**src/rtl/otter_mem_pkg.sv**
```systemverilog
// Shared types and encodings for the memory-access stage.
package otter_mem_pkg;

  typedef enum logic [0:0] {IDLE = 1'b0, ACCESS = 1'b1} mem_state_t;
  typedef enum logic [1:0] {SZ_BYTE = 2'd0, SZ_HALF = 2'd1, SZ_WORD = 2'd2} mem_size_t;

  localparam logic [2:0] F3_B  = 3'b000;
  localparam logic [2:0] F3_H  = 3'b001;
  localparam logic [2:0] F3_W  = 3'b010;
  localparam logic [2:0] F3_BU = 3'b100;
  localparam logic [2:0] F3_HU = 3'b101;

  localparam logic [1:0] RF_SEL_PC4 = 2'd0;
  localparam logic [1:0] RF_SEL_CSR = 2'd1;
  localparam logic [1:0] RF_SEL_MEM = 2'd2;
  localparam logic [1:0] RF_SEL_ALU = 2'd3;

  // Unknown funct3 codes fall back to word accesses.
  function automatic mem_size_t decode_size(input logic [2:0] funct3);
    case (funct3)
      F3_B, F3_BU: decode_size = SZ_BYTE;
      F3_H, F3_HU: decode_size = SZ_HALF;
      default:     decode_size = SZ_WORD;
    endcase
  endfunction

  function automatic logic is_misaligned(input logic [2:0] funct3, input logic [1:0] addr_lo);
    case (decode_size(funct3))
      SZ_HALF: is_misaligned = addr_lo[0];
      SZ_WORD: is_misaligned = (addr_lo != 2'b00);
      default: is_misaligned = 1'b0;
    endcase
  endfunction

endpackage

```
**src/rtl/load_store_align.sv**
```systemverilog
// Byte-lane enables, store-data replication and load extraction/extension.
module load_store_align
  import otter_mem_pkg::*;
(
  input  logic [2:0]  funct3,
  input  logic [1:0]  addr_lo,
  input  logic [31:0] rs2,
  input  logic [31:0] rdata,
  output logic [3:0]  be,
  output logic [31:0] wdata,
  output logic [31:0] load_data
);

  logic [7:0]  byte_s;
  logic [15:0] half_s;

  // Store side: lane enables and replicated data.
  always_comb begin
    be    = 4'b1111;
    wdata = rs2;
    case (decode_size(funct3))
      SZ_BYTE: begin
        be    = 4'b0001 << addr_lo;
        wdata = {4{rs2[7:0]}};
      end
      SZ_HALF: begin
        if (addr_lo[1]) be = 4'b1100;
        else            be = 4'b0011;
        wdata = {2{rs2[15:0]}};
      end
      default: begin
        be    = 4'b1111;
        wdata = rs2;
      end
    endcase
  end

  // Load side: pick the addressed lane, then sign- or zero-extend.
  always_comb begin
    byte_s    = 8'd0;
    half_s    = 16'd0;
    load_data = rdata;
    case (addr_lo)
      2'd0:    byte_s = rdata[7:0];
      2'd1:    byte_s = rdata[15:8];
      2'd2:    byte_s = rdata[23:16];
      2'd3:    byte_s = rdata[31:24];
      default: byte_s = 8'd0;
    endcase
    if (addr_lo[1]) half_s = rdata[31:16];
    else            half_s = rdata[15:0];
    case (funct3)
      F3_B:    load_data = {{24{byte_s[7]}}, byte_s};
      F3_BU:   load_data = {24'd0, byte_s};
      F3_H:    load_data = {{16{half_s[15]}}, half_s};
      F3_HU:   load_data = {16'd0, half_s};
      default: load_data = rdata;
    endcase
  end

endmodule

```
**src/rtl/memory_access_stage.sv**
```systemverilog
// Memory-access pipeline stage: drives the req/ack data port, stalls upstream
// during an access and fills the MEM/WB register.
module memory_access_stage
  import otter_mem_pkg::*;
#(
  parameter int TIMEOUT_CYCLES = 16
) (
  input  logic        MEMORY_CLOCK,
  input  logic        MEMORY_RESET_N,
  input  logic        EXEC_VALID,
  input  logic [31:0] EXEC_PC_4,
  input  logic [31:0] EXEC_ALU_RESULT,
  input  logic [31:0] EXEC_RS2,
  input  logic [2:0]  EXEC_FUNCT3,
  input  logic [1:0]  EXEC_RF_WR_SEL,
  input  logic        EXEC_REGWRITE,
  input  logic        EXEC_MEMWRITE,
  input  logic        EXEC_MEMREAD2,
  input  logic [4:0]  EX_MS_RD,
  output logic        DMEM_REQ,
  output logic        DMEM_WE,
  output logic [31:0] DMEM_ADDR,
  output logic [31:0] DMEM_WDATA,
  output logic [3:0]  DMEM_BE,
  input  logic        DMEM_ACK,
  input  logic [31:0] DMEM_RDATA,
  output logic        MEM_STALL,
  output logic        MEM_WB_VALID,
  output logic [31:0] MEM_WB_PC_4,
  output logic [31:0] MEM_WB_ALU_RESULT,
  output logic [31:0] MEM_WB_LOAD_DATA,
  output logic [1:0]  MEM_WB_RF_WR_SEL,
  output logic        MEM_WB_REGWRITE,
  output logic [4:0]  MEM_WB_RD,
  output logic        MISALIGN_ERR,
  output logic        BUS_ERR
);

  localparam logic [7:0] CNT_LIMIT = 8'(TIMEOUT_CYCLES - 1);

  mem_state_t  state_r, state_s;
  logic [7:0]  cnt_r, cnt_s;
  logic [2:0]  f3_r, f3_s;
  logic        req_r, req_s, we_r, we_s;
  logic [31:0] addr_r, addr_s, wdata_r, wdata_s;
  logic [3:0]  be_r, be_s;
  logic        wb_valid_r, wb_valid_s, wb_regwrite_r, wb_regwrite_s;
  logic [31:0] wb_pc_4_r, wb_pc_4_s, wb_alu_r, wb_alu_s, wb_load_r, wb_load_s;
  logic [1:0]  wb_sel_r, wb_sel_s;
  logic [4:0]  wb_rd_r, wb_rd_s;
  logic        misalign_r, misalign_s, bus_err_r, bus_err_s, stall_s;

  logic        memop_s, misaligned_s;
  logic [2:0]  align_f3_s;
  logic [1:0]  align_addr_s;
  logic [3:0]  align_be_s;
  logic [31:0] align_wdata_s, align_load_s;

  assign memop_s      = EXEC_VALID & (EXEC_MEMWRITE | EXEC_MEMREAD2);
  assign misaligned_s = is_misaligned(EXEC_FUNCT3, EXEC_ALU_RESULT[1:0]);
  // During ACCESS the extraction follows the issued request, not the live inputs.
  assign align_f3_s   = (state_r == ACCESS) ? f3_r : EXEC_FUNCT3;
  assign align_addr_s = (state_r == ACCESS) ? addr_r[1:0] : EXEC_ALU_RESULT[1:0];

  load_store_align u_align (
    .funct3    (align_f3_s),
    .addr_lo   (align_addr_s),
    .rs2       (EXEC_RS2),
    .rdata     (DMEM_RDATA),
    .be        (align_be_s),
    .wdata     (align_wdata_s),
    .load_data (align_load_s)
  );

  // Next-state, request and MEM/WB capture decisions.
  always_comb begin
    state_s = state_r;  cnt_s = cnt_r;  f3_s = f3_r;
    req_s = req_r;  we_s = we_r;  addr_s = addr_r;  wdata_s = wdata_r;  be_s = be_r;
    wb_valid_s = 1'b0;  wb_regwrite_s = wb_regwrite_r;
    wb_pc_4_s = wb_pc_4_r;  wb_alu_s = wb_alu_r;  wb_load_s = wb_load_r;
    wb_sel_s = wb_sel_r;  wb_rd_s = wb_rd_r;
    misalign_s = 1'b0;  bus_err_s = 1'b0;  stall_s = 1'b0;
    case (state_r)
      IDLE: begin
        if (memop_s && !misaligned_s) begin
          stall_s = 1'b1;
          req_s   = 1'b1;
          we_s    = EXEC_MEMWRITE;
          addr_s  = EXEC_ALU_RESULT;
          wdata_s = align_wdata_s;
          be_s    = align_be_s;
          f3_s    = EXEC_FUNCT3;
          cnt_s   = 8'd0;
          state_s = ACCESS;
        end else begin
          wb_pc_4_s = EXEC_PC_4;  wb_alu_s = EXEC_ALU_RESULT;  wb_load_s = 32'd0;
          wb_sel_s  = EXEC_RF_WR_SEL;  wb_rd_s = EX_MS_RD;
          if (memop_s) begin
            wb_valid_s = 1'b1;  wb_regwrite_s = 1'b0;  misalign_s = 1'b1;
          end else begin
            wb_valid_s = EXEC_VALID;  wb_regwrite_s = EXEC_REGWRITE;
          end
        end
      end
      ACCESS: begin
        if (DMEM_ACK || cnt_r == CNT_LIMIT) begin
          req_s = 1'b0;  state_s = IDLE;  wb_valid_s = 1'b1;
          wb_pc_4_s = EXEC_PC_4;  wb_alu_s = EXEC_ALU_RESULT;
          wb_sel_s  = EXEC_RF_WR_SEL;  wb_rd_s = EX_MS_RD;
          if (DMEM_ACK) begin
            stall_s       = 1'b0;
            wb_regwrite_s = EXEC_REGWRITE;
            if (we_r) wb_load_s = 32'd0;
            else      wb_load_s = align_load_s;
          end else begin
            stall_s       = 1'b1;
            wb_regwrite_s = 1'b0;
            wb_load_s     = 32'd0;
            bus_err_s     = 1'b1;
          end
        end else begin
          stall_s = 1'b1;
          cnt_s   = cnt_r + 8'd1;
        end
      end
      default: state_s = IDLE;
    endcase
  end

  // State and registered outputs; reset abandons any access in flight.
  always_ff @(posedge MEMORY_CLOCK or negedge MEMORY_RESET_N) begin
    if (!MEMORY_RESET_N) begin
      state_r <= IDLE;  cnt_r <= 8'd0;  f3_r <= 3'd0;
      req_r <= 1'b0;  we_r <= 1'b0;  addr_r <= 32'd0;  wdata_r <= 32'd0;  be_r <= 4'd0;
      wb_valid_r <= 1'b0;  wb_regwrite_r <= 1'b0;  wb_pc_4_r <= 32'd0;
      wb_alu_r <= 32'd0;  wb_load_r <= 32'd0;  wb_sel_r <= 2'd0;  wb_rd_r <= 5'd0;
      misalign_r <= 1'b0;  bus_err_r <= 1'b0;
    end else begin
      state_r <= state_s;  cnt_r <= cnt_s;  f3_r <= f3_s;
      req_r <= req_s;  we_r <= we_s;  addr_r <= addr_s;  wdata_r <= wdata_s;  be_r <= be_s;
      wb_valid_r <= wb_valid_s;  wb_regwrite_r <= wb_regwrite_s;  wb_pc_4_r <= wb_pc_4_s;
      wb_alu_r <= wb_alu_s;  wb_load_r <= wb_load_s;  wb_sel_r <= wb_sel_s;  wb_rd_r <= wb_rd_s;
      misalign_r <= misalign_s;  bus_err_r <= bus_err_s;
    end
  end

  assign DMEM_REQ          = req_r;
  assign DMEM_WE           = we_r;
  assign DMEM_ADDR         = addr_r;
  assign DMEM_WDATA        = wdata_r;
  assign DMEM_BE           = be_r;
  assign MEM_STALL         = stall_s;
  assign MEM_WB_VALID      = wb_valid_r;
  assign MEM_WB_PC_4       = wb_pc_4_r;
  assign MEM_WB_ALU_RESULT = wb_alu_r;
  assign MEM_WB_LOAD_DATA  = wb_load_r;
  assign MEM_WB_RF_WR_SEL  = wb_sel_r;
  assign MEM_WB_REGWRITE   = wb_regwrite_r;
  assign MEM_WB_RD         = wb_rd_r;
  assign MISALIGN_ERR      = misalign_r;
  assign BUS_ERR           = bus_err_r;

endmodule

```
**config.mk**
```make
export PLATFORM = sky130hd
export DESIGN_NAME = memory_access_stage
export DESIGN_NICKNAME = d
export VERILOG_FILES = /design/src/rtl/otter_mem_pkg.sv /design/src/rtl/load_store_align.sv /design/src/rtl/memory_access_stage.sv
export SDC_FILE = /design/constraint.sdc
export NUM_CORES = 1
export LEC_CHECK = 0
export CAP_MARGIN = 20
export CORE_MARGIN = 2
export CORE_UTILIZATION = 33
export CTS_BUF_LIST = sky130_fd_sc_hd__clkbuf_8
export DETAILED_ROUTE_END_ITERATION = 7
export GPL_ROUTABILITY_DRIVEN = 1
export PLACE_DENSITY = 0.73
export SYNTH_ARGS = -nofsm -noshare
export SYNTH_HDL_FRONTEND = slang
export SYNTH_SLANG_ARGS = --single-unit
```
**constraint.sdc**
```tcl
create_clock -name MEMORY_CLOCK -period 3.03 [get_ports MEMORY_CLOCK]
set_input_delay 0.7575 -clock MEMORY_CLOCK [delete_from_list [all_inputs] [get_ports MEMORY_CLOCK]]
set_output_delay 0.7575 -clock MEMORY_CLOCK [all_outputs]
set_load 0.05 [all_outputs]
```
==> results of run 1 <==
per-stage QoR:
stage          area, um2  util (%)
2_1_floorplan       8061         -
3_3_place_gp       11790     48.76
3_5_place_dp       11790     48.76
6_report           12170     50.32
5_1_grt            12170     50.32
4_1_cts            12170     50.32
registers in the layout, indices dropped and copies added, names as in the netlist, 2 cells and up:
name,flops
MEM_WB_PC_4,32
DMEM_BE,4
MEM_WB_RF_WR_SEL,2
cnt_r,8
DMEM_ADDR,32
DMEM_WDATA,32
MEM_WB_RD,5
f3_r,3
MEM_WB_LOAD_DATA,32
MEM_WB_ALU_RESULT,32
power groups by stage:
| stage | clock [uW] | combinational (uW) | sequential [uW] |
|---|---|---|---|
| 2_1_floorplan | 0 | 724 | 4730 |
| 3_3_place_gp | 0 | 3600 | 3280 |
| 3_5_place_dp | 0 | 3630 | 3290 |
| 4_1_cts | 1700 | 3640 | 3250 |
| 5_1_grt | 1790 | 3820 | 3310 |
| 6_report | 1640 | 3610 | 3250 |
path summary, 6_finish.rpt:
path | from | endpoint | cells past startpoint
worst min-delay path | MEMORY_RESET_N | MEM_WB_LOAD_DATA[22] | 1
worst min register to register | MEM_WB_PC_4[13] | MEM_WB_PC_4[13] | 2
worst max register to register | state_r | MEM_WB_LOAD_DATA[24] | 5
min in group MEMORY_CLOCK | MEM_WB_PC_4[13] | MEM_WB_PC_4[13] | 2
worst max-delay path | EXEC_ALU_RESULT[1] | MEM_STALL | 6
max in group asynchronous | MEMORY_RESET_N | DMEM_ADDR[5] | 2
cells by family after synthesis:
group	share of synthesized area, %
AND/OR/NAND/NOR	24.74
flip-flops	58.67
AO/OA/AOI/OAI	11.14
buffers and inverters	3.787
multiplexers	0.9622
XOR/XNOR	0.5433
adder cells (fa/ha/maj)	0.1552
routing by layer:
metal  vias up  global-route usage, %
met5         -                      0
met4         0                  4.791
met3        22                  6.173
met2       277                  33.20
met1      3535                  25.10
li1       3589                      -
synthesized netlist by cell type (3+ instances only):
cell type | n | area [um2]
buf_2 | 16 | 80.08
dfrtp_1 | 189 | 4730
mux2_2 | 3 | 33.78
clkbuf_1 | 24 | 90.09
a22oi_1 | 7 | 52.55
o21ai_0 | 46 | 230.2
inv_1 | 11 | 41.29
nand2b_1 | 5 | 31.28
a21o_1 | 8 | 60.06
a31oi_1 | 10 | 62.56
a221oi_1 | 10 | 87.58
nand2_1 | 425 | 1595
nor2b_1 | 8 | 50.05
a21oi_1 | 38 | 190.2
nand3_1 | 3 | 15.01
xor2_1 | 3 | 26.28
buf_6 | 7 | 78.83
o221ai_1 | 7 | 61.31
mux2i_1 | 3 | 30.03
nor3_1 | 6 | 30.03
o21ai_1 | 3 | 15.01
nor2_1 | 36 | 135.1
layout make-up:
| cell class | instances | area, um2 |
|---|---|---|
| multi-input cells | 657 | 3053 |
| flip-flops and latches | 189 | 4730 |
| fillers | 2225 | 12010 |
| inverters | 12 | 46.29 |
| repair buffers | 356 | 3555 |
| well taps | 324 | 405.4 |
| clock buffers | 18 | 247.7 |
| clock inverters | 14 | 130.1 |
==> results by stage, run 1 <==
Finish:
- Cells with a size suffix above 1 make up 6.501% of the layout.
- Excluding fillers, the count of instances in the completed layout stands at 1570.
- 0 antenna diodes ended up in the layout.
- The area growth from synthesis to layout is 50.92%.
- The net count of the finished layout is 1379.
- In the layout the commonest cells are 425 x nand2_1, 320 x clkdlybuf4s50_1, 189 x dfrtp_1.
- The library cell used most frequently in the layout, excluding fill and tap cells, is nand2_1.

Worst setup path:
- The cell type of the slowest stage on the worst timing path is clkdlybuf4s50_1.
- The family of cells with the greatest summed delay on the critical path is buffers and inverters.
- The largest stage delay on the critical path is 0.65 ns.
- STA puts the critical path data arrival time at 2.19 ns.
- The largest fanout on the critical path is 6.
- The critical path is of the in2out type.
- The setup slack on the worst flop-to-flop path is 0.36 ns.
- The critical path goes through clkdlybuf4s50_1 > buf_4 > nand2_1 > o2111ai_4 > nand2_1 > buf_12.
- The worst setup path is launched from an input port.
- The buffers plus inverters on the worst setup path is 3.
- The data required time of the worst path is 2.27 ns.
- The type of element capturing the critical path is a primary output.
- The most frequent cell on the critical path is nand2_1.

Synthesis:
- The mean instance size in the synthesized netlist is 8.888 um2.
- The share of synthesized registers carrying an async set or reset is 100.0%.
- Synthesis produced 907 cells.
- The number of enable flip-flop cells after synthesis is 0.
- Yosys mapped the design onto 56 distinct sky130hd cell types.
- For this run, the leading register cell type out of synthesis is dfrtp_1.
- The synthesized netlist occupies a cell area of 0.008061 mm2.
- Summing the sequential cell areas from Yosys gives 58.67% of the chip area.
- During synthesis, Yosys emitted a total of 0 warnings.
- The net count of the mapped netlist is 1053.
- The post-synthesis register bit count is 189.

CTS:
- After clock tree synthesis, the repair step resized 0 gates.
- For this design, the CTS-stage hold fixing added 0 buffers.
- The post-CTS setup buffer count is 0.
- The H-tree was split into 4 levels.
- The CTS tree is yes.
- The number of clock sinks seen by CTS is 189.
- The buffer levels on the longest clock path is 2.
- Clock tree synthesis inserted a total of 17 buffers.
- The clock transition at the registers of the reported paths is 0.12 ns.
- The root cell of the clock tree is clkbuf_8.
- For the worst-skew pair, the clock arrives at the later sink with an insertion delay of 0.46 ns.

Pwr:
- The share of power burned in registers is 38.2%.
- VDD sags by at most 0.0003609 V.
- The net switching fraction of the power is 43.50%.
- Internal power comes to 4802 uW.
- The total power per unit cell area is 698.5 mW/mm2.
- Overall power consumption after layout is estimated at 8498 uW.
- The clock network is responsible for 19.3% of the overall power.
- The combinational fraction of design power is 42.5%.
- The static power due to leakage is 0.005681 uW.
- The reported net switching power is 3696 uW.

Floorplanning:
- The count of boundary I/O pins is 323.
- The initial standard-cell utilization of the core is 33.34%.
- After floorplanning, the core was divided into 57 placement rows.
- The die covers 0.02569 mm2.
- The die height is 160.3 um.
- The horizontal die dimension is 160.3 um.
- The core footprint is 0.02418 mm2.

Placement:
- Input and output buffers added on the ports amount to 322.
- The global placement routability congestion is 0.8245.
- The total placed cells including tap cells is 1538.
- Once detailed placement completed, the half-perimeter wirelength came to 18270 um.
- The worst setup slack after placement is -0.1964 ns.

Flow run:
- The tool flagged a number of max-cap violations equal to 0.

STA:
- Between clock sinks in the finished design, the worst skew comes to 0.01888 ns.
- The total negative slack is 0 ns.
- Setup violations remaining at the end of the flow were counted as 0.
- For the pin with the worst max-slew slack, the measured transition is 0.9000 ns.
- Static timing analysis puts the maximum clock frequency at 339.8 MHz.
- The number of failing hold endpoints at the final stage is 0.
- In the finished design, the share of the clock period the worst path needs comes to 97.12%.
- The post-route worst setup slack is 0.08712 ns.
- Setup repair after global routing left no endpoint under its margin.
- The headroom to the max-slew limit is 39.60%.
- For the finished layout, the period the worst path requires is 2.943 ns.
- The tightest hold margin is 0.2156 ns.
- The number of pins with negative max-slew slack in the final report came to 0.

Detailed routing:
- The ratio of routed vias to standard cells is 4.728.
- For this block, the routed nets add up to 25520 um of wire.
- The detailed-router iteration count before antenna repair is 5.
- The post-route antenna net violation count is 0.
- The average detailed-routed wire length per instance is 16.26 um.
- The total met2 wirelength after detailed routing is 12420 um.
- The met3 routed wirelength is 1946 um.
- The highest metal layer carrying signal wires in the routed design is met4.
- The detailed router finished its first iteration with 569 violations.
- The number of DRC violations after detailed routing is 0.
- The detailed-routing wirelength on met1 is 10810 um.
- The number of vias in the routed layout is 7423.

Global route:
- The first global-routing pass estimated 40330 um of wire.
- The largest net degree at the start of global routing is 85.
- After global routing the overflow that remains totals 0.
- The number of global-route vias before repair was 7491.
- The number of antenna violations at the first check in global routing is 0.
- The overall fraction of global-route tracks in use is 19.79%.

Min path:
- The path class of the tightest hold or removal check is in2async.

Outcome:
- The flow ran to the end, and the final reports show no timing, DRC or antenna violations.
No activity file was read; power rests on OpenSTA's default activity.
==> run 2, diff against run 1 <==
--- a/config.mk
+++ b/config.mk
@@ -12,6 +12,7 @@
 export DETAILED_ROUTE_END_ITERATION = 7
 export GPL_ROUTABILITY_DRIVEN = 1
 export PLACE_DENSITY = 0.73
+export SLEW_MARGIN = 20
 export SYNTH_ARGS = -nofsm -noshare
 export SYNTH_HDL_FRONTEND = slang
 export SYNTH_SLANG_ARGS = --single-unit
==> results of run 2 <==
Same layout as run 1: the final DEF is identical, and so are final timing and power.
==> run 3, diff against run 2 <==
--- a/config.mk
+++ b/config.mk
@@ -11,7 +11,8 @@
 export CTS_BUF_LIST = sky130_fd_sc_hd__clkbuf_8
 export DETAILED_ROUTE_END_ITERATION = 7
 export GPL_ROUTABILITY_DRIVEN = 1
-export PLACE_DENSITY = 0.73
+export PLACE_DENSITY = 0.63
+export SETUP_SLACK_MARGIN = 0.4
 export SLEW_MARGIN = 20
 export SYNTH_ARGS = -nofsm -noshare
 export SYNTH_HDL_FRONTEND = slang
==> results by stage, run 3 (synthesis gave the netlist of run 1 again) <==
STA:
- The minimum clock period is 2.567 ns.
- The fmax is 389.6 MHz.
- Setup repair after global routing left no endpoint under its margin.
- The number of failing hold endpoints at the final stage was 0.
- Measured against its own limit, the worst slew margin works out to 42.69%.
- The number of pins with negative max-slew slack in the final report came to 0.
- The clock tree skew after final layout is 0.02291 ns.
- Setup total negative slack on the finished layout was measured at 0 ns.
- Dividing the final minimum period by the clock period gives 84.71%.
- The slew at the pin with the worst max-slew slack is 0.8463 ns.
- The number of setup violations in the final report is 0.

CTS:
- In this run, post-CTS hold repair placed 0 buffers.
- The clock reaches the later pin of the worst-skew pair after 0.46 ns.
- The post-CTS setup buffer count is 0.
- After clock tree synthesis, the clock-pin slew on the worst setup and hold paths is 0.12 ns.
- The H-tree generated during clock tree synthesis spans 4 levels.
- The tree is rooted in a clkbuf_8.
- TritonCTS built the clock tree.
- The number of CTS-inserted buffers is 17.
- The number of clock sinks seen by CTS is 189.
- The buffer levels on the longest clock path is 2.

Global route:
- The total congestion overflow after global routing is 0.
- The overall fraction of global-route tracks in use is 19.84%.
- The most used routing layer is met2.
- The number of global-route vias before repair is 7359.
- The number of antenna violations at the first check in global routing is 1.
- The largest net degree at the start of global routing is 85.
- The global routing usage on met3 is 6.095%.
- The first global-routing pass estimated 40650 um of wire.
- Global routing consumed, on the met1 layer, 25.97% of the routing resources.
- Global routing consumed, on the met2 layer, 31.35% of the routing resources.

Worst setup path:
- The worst setup path is captured at a primary output.
- The largest fanout on the critical path is 4.
- The worst setup path is of the in2out kind.
- The endpoint arrival time on the critical path is 1.81 ns.
- For the worst flop-to-flop path, the logic depth is 7.
- The element type at the critical path start is an input port.
- In this run the register-to-register setup slack is 0.60 ns.
- The largest stage delay on the critical path is 0.46 ns.
- The critical path goes through clkdlybuf4s50_1 > nor2b_4 > o2111ai_4 > nand2_2 > buf_12.
- The buffers plus inverters on the worst setup path is 2.
- Among all stages on the critical path, the largest delay is contributed by clkdlybuf4s50_1.
- Among cell families on the critical path, the largest total delay comes from buffers and inverters.
- Counting buffers and inverters, the worst setup path is 5 cells deep.
- Data on the critical path is required at its endpoint by 2.27 ns.

Detailed routing:
- The ratio of routed vias to standard cells is 4.679.
- The number of vias in the routed layout is 7309.
- The total wire length is 25070 um.
- The detailed-router iteration count before antenna repair is 5.
- The number of DRC violations after detailed routing is 0.
- The detailed router finished its first iteration with 498 violations.
- The average detailed-routed wire length per instance is 16.05 um.
- The count of nets left with antenna violations once routing finished came out at 0.

Finish:
- For this run, the post-layout net count is 1370.
- The number of fill cells is 2289.
- The library cell used most frequently in the layout, excluding fill and tap cells, is nand2_1.
- Relative to the synthesized area, the layout overhead comes to 50.40%.
- The proportion of layout cells with a drive suffix above 1 is 6.063%.
- In the layout the commonest cells are 424 x nand2_1, 314 x clkdlybuf4s50_1, 189 x dfrtp_1.
- The finished layout holds 1562 standard cells, fillers aside.

Placement:
- The number of buffers inserted by port buffering is 322.
- Detailed placement ended at an HPWL of 17930 um.
- The global placement routability congestion is 0.9085.
- The total placed cells including tap cells is 1529.

Floorplanning:
- The floorplan step defined a die boundary enclosing 0.02569 mm2.
- The initial standard-cell utilization of the core is 33.34%.
- The core footprint is 0.02418 mm2.
- The number of core rows is 57.
- The die height is 160.3 um.
- The horizontal die dimension is 160.3 um.
- In this run the count of I/O pins placed on the die edge is 323.

Pwr:
- Internal power comes to 4806 uW.
- VDD sags by at most 0.0003306 V.
- In this run, the clock network consumes 19.6% of the power.
- The analysis attributes to net switching a power of 3683 uW.
- The total power per unit cell area is 700.1 mW/mm2.
- The share of power burned in registers is 38.1%.
- Of the total power, the share spent switching nets is 43.39%.
- The combinational fraction of design power is 42.3%.
- The static power due to leakage is 0.005668 uW.

Min path:
- The min-delay analysis places its worst path in the category in2async.

Flow run:
- The max-cap violation count is 0.

Outcome:
- The flow ran to the end, and the final reports show no timing, DRC or antenna violations.
run 3: cell count changes in the layout (fill, tap and decap cells not counted), sizes merged:
cell,before,now
dlymetal6s2s,0,1
clkbuf,19,20
clkinvlp,1,0
dlygate4sd2,0,5
inv,18,21
buf,35,26
diode,0,1
clkinv,7,4
clkdlybuf4s50,320,314
run 3: final timing paths:
path / start / end
worst max-delay path: EXEC_VALID / MEM_STALL
worst min-delay path: MEMORY_RESET_N / MEM_WB_LOAD_DATA[20]
worst max register to register: state_r / MEM_WB_LOAD_DATA[11]
worst min register to register: DMEM_ADDR[28] / DMEM_ADDR[28]
max in group asynchronous: MEMORY_RESET_N / MEM_WB_REGWRITE
min in group MEMORY_CLOCK: DMEM_ADDR[28] / DMEM_ADDR[28]
run 3: area by class of cell:
type,instances,area [um2],share of cell area [%]
Sequential cell,189,4730,39.01
Clock inverter,13,118.9,0.9804
Clock buffer,19,261.5,2.157
Tap cell,324,405.4,3.344
Inverter,12,46.29,0.3818
Multi-Input combinational cell,657,3077,25.38
Timing Repair Buffer,347,3483,28.73
Antenna cell,1,2.502,0.02064
run 3: stage by stage:
step / cell area (um2) / total power (uW) / util [%] / hold WS (ns) / worst slack, ns
after floorplan: 8066 / 5457 / - / 0.4401 / 0.4049
after global placement: 11730 / 6871 / 48.53 / 0.4538 / -0.01024
after detailed placement: 11730 / 6901 / 48.53 / 0.4607 / -0.03444
after CTS: 12110 / 8596 / 50.09 / 0.2557 / 0.3909
after global routing: 12120 / 8950 / 50.15 / 0.2741 / 0.4024
final: 12120 / 8489 / 50.15 / 0.2697 / 0.4634
run 3: routing by layer:
| layer | part of all wire (%) | wire length [um] | vias to the layer above |
|---|---|---|---|
| li1 | - | - | 3584 |
| met1 | 44 | 11150 | 3414 |
| met2 | 46 | 11450 | 274 |
| met4 | 2.8 | 708 | 0 |
| met3 | 7.0 | 1766 | 37 |
| met5 | 0 | 0 | - |
run 3: worst register-to-register path: stages (launching register included):
cell	delay [ns]
dfrtp_1	0.62
buf_4	0.29
mux2i_4	0.31
buf_4	0.29
o21ai_1	0.25
a22oi_1	0.24
a21oi_1	0.13
a21o_1	0.21
run 3: power groups by stage:
| stage | Combinational (uW) | Sequential, uW | Clock [uW] |
|---|---|---|---|
| final | 3590 | 3230 | 1670 |
| after floorplan | 725 | 4730 | 0 |
| after global routing | 3800 | 3300 | 1850 |
| after CTS | 3620 | 3240 | 1730 |
| after global placement | 3610 | 3260 | 0 |
| after detailed placement | 3620 | 3280 | 0 |
run 3: what timing repair did:
| action | in CTS | in global routing |
|---|---|---|
| pin swaps | 1 | 0 |
| gates cloned | 0 | 0 |
| resized for setup | 7 | 3 |
| setup endpoints to repair | 2 | 17 |
